--- src/rtl/bus_trace_fifo.sv ---
// Bus trace FIFO: captures completed data-bus writes and reads from the core's
// debug bus and presents them on a valid/ready drain port for a serializer.
module bus_trace_fifo #(
    parameter int unsigned DEPTH = 16,
    parameter int unsigned CNT_W = 16
) (
    input  logic                     clock,
    input  logic                     resetn,
    input  logic                     enable,
    input  logic                     clear,
    input  logic [31:0]              dbg_waddr,
    input  logic [31:0]              dbg_wdata,
    input  logic [3:0]               dbg_wstrb,
    input  logic                     dbg_wen,
    input  logic                     dbg_wready,
    input  logic [31:0]              dbg_raddr,
    input  logic                     dbg_ren,
    input  logic                     dbg_rvalid,
    input  logic [31:0]              dbg_rdata,
    input  logic [31:0]              dbg_cycle,
    output logic                     out_valid,
    input  logic                     out_ready,
    output logic                     out_is_read,
    output logic [31:0]              out_addr,
    output logic [31:0]              out_data,
    output logic [3:0]               out_strb,
    output logic [31:0]              out_time,
    output logic [$clog2(DEPTH):0]   count,
    output logic                     overflow,
    output logic [CNT_W-1:0]         drop_count
);

    localparam int unsigned PTR_W = $clog2(DEPTH);
    localparam int unsigned OCC_W = PTR_W + 1;
    localparam int unsigned SUM_W = CNT_W + 1;

    typedef struct packed {
        logic        isRead;
        logic [31:0] addr;
        logic [31:0] data;
        logic [3:0]  strb;
        logic [31:0] stamp;
    } traceEntry_t;

    traceEntry_t      mem [DEPTH];
    logic [PTR_W-1:0] rdPtr;
    logic [PTR_W-1:0] wrPtr;
    logic [PTR_W-1:0] wrPtrPlus1;
    logic [31:0]      pendAddr;

    traceEntry_t      wrEntry;
    traceEntry_t      rdEntry;
    traceEntry_t      slot0;
    traceEntry_t      head;
    logic             writeEv;
    logic             readEv;
    logic             popEn;
    logic             storeW;
    logic             storeR;
    logic [OCC_W-1:0] freeSlots;
    logic [1:0]       pushN;
    logic [1:0]       dropN;
    logic [SUM_W-1:0] dropSum;
    logic [CNT_W-1:0] dropSat;

    // Slot allocation: the write entry always claims the lower slot when both events land together.
    always_comb begin
        writeEv    = enable & dbg_wen & dbg_wready;
        readEv     = enable & dbg_rvalid;
        popEn      = out_valid & out_ready;
        freeSlots  = OCC_W'(DEPTH) - (count - OCC_W'(popEn));
        wrEntry    = {1'b0, dbg_waddr, dbg_wdata, dbg_wstrb, dbg_cycle};
        rdEntry    = {1'b1, pendAddr, dbg_rdata, 4'hF, dbg_cycle};
        storeW     = 1'b0;
        storeR     = 1'b0;
        if (writeEv && readEv) begin
            storeW = (freeSlots != '0);
            storeR = (freeSlots >= OCC_W'(2));
        end else begin
            storeW = writeEv && (freeSlots != '0);
            storeR = readEv && (freeSlots != '0);
        end
        pushN      = 2'(storeW) + 2'(storeR);
        dropN      = 2'(writeEv & ~storeW) + 2'(readEv & ~storeR);
        slot0      = storeW ? wrEntry : rdEntry;
        wrPtrPlus1 = PTR_W'(wrPtr + 1'b1);
        dropSum    = {1'b0, drop_count} + SUM_W'(dropN);
        dropSat    = dropSum[CNT_W] ? '1 : dropSum[CNT_W-1:0];
    end

    // Pointer, occupancy and drop bookkeeping
    always_ff @(posedge clock or negedge resetn) begin
        if (!resetn) begin
            rdPtr      <= '0;
            wrPtr      <= '0;
            count      <= '0;
            overflow   <= 1'b0;
            drop_count <= '0;
            pendAddr   <= '0;
        end else begin
            if (dbg_ren) begin
                pendAddr <= dbg_raddr;
            end
            if (clear) begin
                rdPtr      <= '0;
                wrPtr      <= '0;
                count      <= '0;
                overflow   <= 1'b0;
                drop_count <= '0;
            end else begin
                if (popEn) begin
                    rdPtr <= PTR_W'(rdPtr + 1'b1);
                end
                wrPtr      <= PTR_W'(wrPtr + PTR_W'(pushN));
                count      <= count - OCC_W'(popEn) + OCC_W'(pushN);
                drop_count <= dropSat;
                if (dropN != 2'd0) begin
                    overflow <= 1'b1;
                end
            end
        end
    end

    // Entry storage; never written at an occupied slot, so the head stays stable
    always_ff @(posedge clock) begin
        if (!clear) begin
            if (pushN != 2'd0) begin
                mem[wrPtr] <= slot0;
            end
            if (pushN == 2'd2) begin
                mem[wrPtrPlus1] <= rdEntry;
            end
        end
    end

    // Drain port driven from the head entry, zeroed while empty
    always_comb begin
        head        = mem[rdPtr];
        out_valid   = (count != '0);
        out_is_read = 1'b0;
        out_addr    = '0;
        out_data    = '0;
        out_strb    = '0;
        out_time    = '0;
        if (out_valid) begin
            out_is_read = head.isRead;
            out_addr    = head.addr;
            out_data    = head.data;
            out_strb    = head.strb;
            out_time    = head.stamp;
        end
    end

endmodule
--- config.mk ---
export PLATFORM = sky130hd
export DESIGN_NAME = bus_trace_fifo
export DESIGN_NICKNAME = d
export VERILOG_FILES = /design/src/rtl/bus_trace_fifo.sv
export SDC_FILE = /design/constraint.sdc
export NUM_CORES = 2
export LEC_CHECK = 0
export BUFFER_PORTS_ARGS = -buffer_cell sky130_fd_sc_hd__clkbuf_2
export CORE_ASPECT_RATIO = 0.75
export CORE_MARGIN = 5
export CORE_UTILIZATION = 25
export CTS_CLUSTER_DIAMETER = 120
export DETAILED_ROUTE_END_ITERATION = 10
export MAX_ROUTING_LAYER = met4
export PLACE_DENSITY = 0.4
export SYNTH_ARGS = -nofsm -noshare
export SYNTH_HDL_FRONTEND = slang
export SYNTH_SLANG_ARGS = --single-unit
--- constraint.sdc ---
create_clock -name clock -period 8.3 [get_ports clock]
set_clock_uncertainty 0.1 [all_clocks]
set_input_delay 0.415 -clock clock [delete_from_list [all_inputs] [get_ports clock]]
set_output_delay 0.415 -clock clock [all_outputs]
set_load 0.03 [all_outputs]
**Word level (Yosys, flattened, before mapping)**

Memories as Yosys holds them, arrays and structs flattened.
Index checks and enable logic that the tools add are counted.

- Add/sub/neg operators: 9
- Order comparisons: 1
- Eq/ne operators: 1
- Multiplexer cells: 22
- Bitwise logic cells: 8
- Reductions and logical operators: 9

Operators by type and width:

| cell | count |
|---|---|
| two-way mux 101 bit | 1 |
| two-way mux 32 bit | 3 |
| two-way mux 16 bit | 2 |
| adder 16 x 2 -> 17 bit | 1 |
| two-way mux 4 bit | 4 |
| two-way mux 1 bit | 11 |
| nonzero test 5 bit | 2 |
| adder 4 x 1 -> 4 bit, second input constant | 2 |
| nonzero test 2 bit | 4 |
| adder 5 x 2 -> 5 bit | 1 |
| greater-or-equal comparator 5 x 2 -> 1 bit, second input constant | 1 |
| two-way mux 5 bit | 1 |
| subtractor 5 x 1 -> 5 bit | 1 |
| subtractor 5 bit, first input constant | 1 |
| adder 4 x 2 -> 4 bit | 1 |
| bitwise AND 1 bit | 4 |
| bitwise AND 1 x 2 -> 2 bit | 2 |
| NOT 1 -> 2 bit | 2 |
| logical AND 1 bit | 3 |
| adder 1 x 1 -> 2 bit | 1 |
| adder 2 bit | 1 |
| equality test 2 bit, second input constant | 1 |

- Register bits: 62
- Memory bits (writable): 1,616
- Bits of input ports: 173
- Output and inout bits: 124
- Logic and storage cells: 57
- Memories: 1

Memories:

| memory | depth | bits a word | rd ports | clocked after Yosys merged registers in | wr ports | line | text |
|---|---|---|---|---|---|---|---|
| mem | 16 | 101 | 1 | 0 | 2 | 45 | `traceEntry_t mem [DEPTH];` |

**Logic depth before layout (Yosys ltp)**

- Depth after elaboration: 13
- Gate-level depth with buffers: 24
- Depth with buffers taken out: 20

**Worst setup path after synthesis**

Ideal clock, no wire load.

- Path type: register to register
- Start: register count[4]
- End: memory mem[13][0] (netlist name), enable pin
- Arrival: 6.976 ns
- Required time: 7.706 ns
- Slack: 0.729 ns
- Stages on the path, launching flop included: 20
- Path buffers: 4
- Period minus slack after synthesis: 7.571 ns
- Path through: dfrtp_1 nor4_1 nand2_1 and2_1 clkbuf_1 ha_1 ha_1 ha_1 a21bo_2 mux2i_1 o21ai_1 buf_6 buf_8 a21oi_1 or2_2 ha_1 nor4b_2 nand3_1 o21ai_0 clkbuf_1

RTL lines:

| element | line | text |
|---|---|---|
| start, declared | 28 | `output logic [$clog2(DEPTH):0] count,` |
| start signal, assigned | 115 | `count <= count - OCC_W'(popEn) + OCC_W'(pushN);` |
| end, declared | 45 |  |

==> impl_metrics.tcl <==
set metrics [dict create \
    leakagePower_uw 0.0293 \
    fin_area_um2 93000 \
    r2r_setup_slack_ns 1.52 \
    grt_pass1_vias 50100 \
    ant_nets 0 \
    maxCapViolCount 0 \
    ys_top_cells_by_area "edfxtp_1 (57%), mux4_2 (14%), o2bb2ai_1 (11%)" \
    worstPathCellList "nor4_1, nand2_4, and2_1, ha_1, ha_1, xnor2_1, mux2i_1, o21ai_4, a21oi_1, or2_2, ha_1, nor4b_2, nand2_1, a21oi_1, nand2_4, buf_4, o2bb2ai_1" \
    cp_data_arrival_time_ns 7.36 \
    vias 49300 \
    firstDrtPassIters 5 \
    synth_nets 5173 \
    rows 180 \
    ys_types 61 \
    tns_ns 0 \
    wl_per_cell_um 32.0 \
    grt_max_degree 93 \
    pre_cts_ws_ns 1.56 \
    antenna_found_initial 29 \
    grt_pass1_wl_mm 424 \
    drc 0 \
    hold_buffers 101 \
    postPlaceCellArea_um2 85900 \
    start_util_pct 25.1 \
    ctsResizeCount 0 \
    syn_area_um2 80400 \
    vias_per_cell 5.19 \
    hold_violations 0 \
    grt_overflow 0 \
    setup_violations 0 \
    crit_path_end "mem[12][87]" \
    final_max_slew_viol_count 0 \
    wirelength_mm 304 \
    htree_levels 4 \
    track_usage_pct 18.3 \
    yosys_warnings 0 \
    synth_edf_count 1536 \
    cts_made_buffers 199 \
    maxSlewHeadroom_pct 16.8 \
    synth_async_sr_flop_share_pct 3.69 \
    nets 5244 \
    clock_path_buffers 4 \
    postSynthAreaPerCell_um2 16.1 \
    status "finished, final reports clean" \
    ys.flop_type "edfxtp_1" \
    reg2reg_from "count[4]" \
    hp-class "in -> reg" \
    critPathMaxFanout 43 \
    max_stage_delay_ns 0.72 \
    clock-sinks 1678 \
    p_per_area_nw_per_um2 255 \
    p_total_uw 23700 \
    rr_worst_depth 17 \
    core-area_um2 320000 \
    dieArea_um2 333000 \
    ys_ff_latch 1678 \
    chipWidth_um 665 \
    fillers 31800 \
    synth.top_cell.area_share_pct 57.4 \
    post-synth-top-count-cell "edfxtp_1" \
    clkTransAtPathRegs_ns 0.06 \
    hpwl_mm 162 \
    synth_top_area_cell "edfxtp_1" \
    cp_slowest_cell "nor4b_2" \
    crit_path_frequent_cell "ha_1" \
    ys_seq_area_share_pct 61.3 \
    grt_setup_unrepaired "false" \
    required_ns 8.88 \
    yosys-top-cells-count "edfxtp_1 (1536), o2bb2ai_1 (998), and2_1 (615), mux4_2 (505), clkbuf_1 (265)" \
    worstSetupStartpoint "count[4]" \
    ir_drop_mv 0.261 \
    die_y_um 501 \
    synth_cells 4980 \
    drt_iter0_drc 5036 \
    portBuffers 296 \
    cts_root_buf "clkbuf_16" \
    drive_above_1_share_pct 25.5 \
    crit_path_end_kind "flop" \
    finalCritPeriodShare_pct 81.7 \
    fmax_ghz 0.147 \
    insertion_delay_ns 0.88 \
    layout_setup_ws_ns 1.52 \
    place.gp.congestion 0.761 \
    start_kind "flop" \
    cts_setup_buffers 0 \
    tritoncts "done" \
    regToRegEndpoint "mem[12][87]" \
    critPathKind "reg -> reg" \
    fin_crit_ns 6.78 \
    tightest_slew_ns 1.25 \
    boundaryPins 297 \
    area_growth_pct 15.7 \
]
## metal layers
layer	track usage, %	routed length [um]
met2	28.0	138000
met4	4.13	7190
met3	2.75	18300
met1	25.7	140000
met5	-	0
## where the power goes
group          total [uW]  leakage (uW)  switching [uW]  internal [uW]
registers            9530        0.0171             230           9300
clock network        8450       0.00297            3670           4780
logic                5760       0.00922            3460           2300
## logic make-up after synthesis
logic type / share of synthesized area, %
adder cells (fa/ha/maj): 0.339
buffers and inverters: 4.25
AND/OR/NAND/NOR: 6.06
flip-flops: 61.3
XOR/XNOR: 0.227
AO/OA/AOI/OAI: 13.2
multiplexers: 14.6
## worst min-delay path by stage
stage                             start           end  slack, ns  depth (start not counted)
final                     dbg_rdata[28]    mem[9][64]       0.10                          2
after global routing      dbg_rdata[28]    mem[4][64]       0.08                          2
after CTS                 dbg_rdata[28]    mem[0][64]      0.008                          2
after detailed placement         resetn  pendAddr[19]       0.32                          1
after global placement           resetn  pendAddr[19]       0.31                          1
after floorplan                  resetn      count[0]       0.02                          0
## final cells by class
class	instances	area [um^2]	area share [%]
repair buffers	540	4220	4.53
clock inverters	83	578	0.621
flip-flops and latches	1678	49300	53.0
clock buffers	270	5470	5.88
well taps	4277	5350	5.75
inverters	13	48.8	0.0525
multi-input cells	2619	28000	30.1
diodes	15	37.5	0.0403
## stage by stage
step / instances / hold WS, ns / util (%)
after detailed placement: 9026 / 0.321 / 26.8
after global placement: 9026 / 0.314 / 26.8
after global routing: 9491 / 0.0761 / 29.0
after CTS: 9480 / 0.00777 / 29.0
final: 9495 / 0.105 / 29.0
after floorplan: 4980 / 0.0194 / -
## cell usage in the layout, fill, tap and decap left out, types with 15 or more instances in the layout
master         count
dlygate4sd3_1    100
mux4_2           505
o22a_1            80
clkbuf_1          53
clkinv_1          36
o21ai_4           17
clkbuf_16        204
nor2_1            59
diode_2           15
o2bb2ai_2         20
o2bb2ai_1        998
dfxtp_1           80
nand2_4           17
dfrtp_1           58
buf_12            52
and2_1           615
clkinv_2          32
edfxtp_1        1536
nand2_1           90
ha_1              17
mux2_2            32
buf_4             93
a31oi_4           16
a21oi_1           36
clkbuf_2         295
## sequential cells by signal, indices dropped and copies added (netlist names)
name / flops
mem: 1616
pendAddr: 32
drop_count: 16
count: 5
rdPtr: 4
wrPtr: 4
overflow: 1
## worst max-delay path, delay by kind of cell (launching register included)
| family | cells | cell delay (ns) |
|---|---|---|
| fa+ha+maj | 3 | 0.71 |
| compound gates | 4 | 1.26 |
| xor+xnor | 1 | 0.45 |
| buf+inv | 1 | 0.48 |
| simple gates | 7 | 2.79 |
| mux | 1 | 0.29 |
| flops | 1 | 0.46 |
Note: power is estimated with default switching activity, not from simulation.
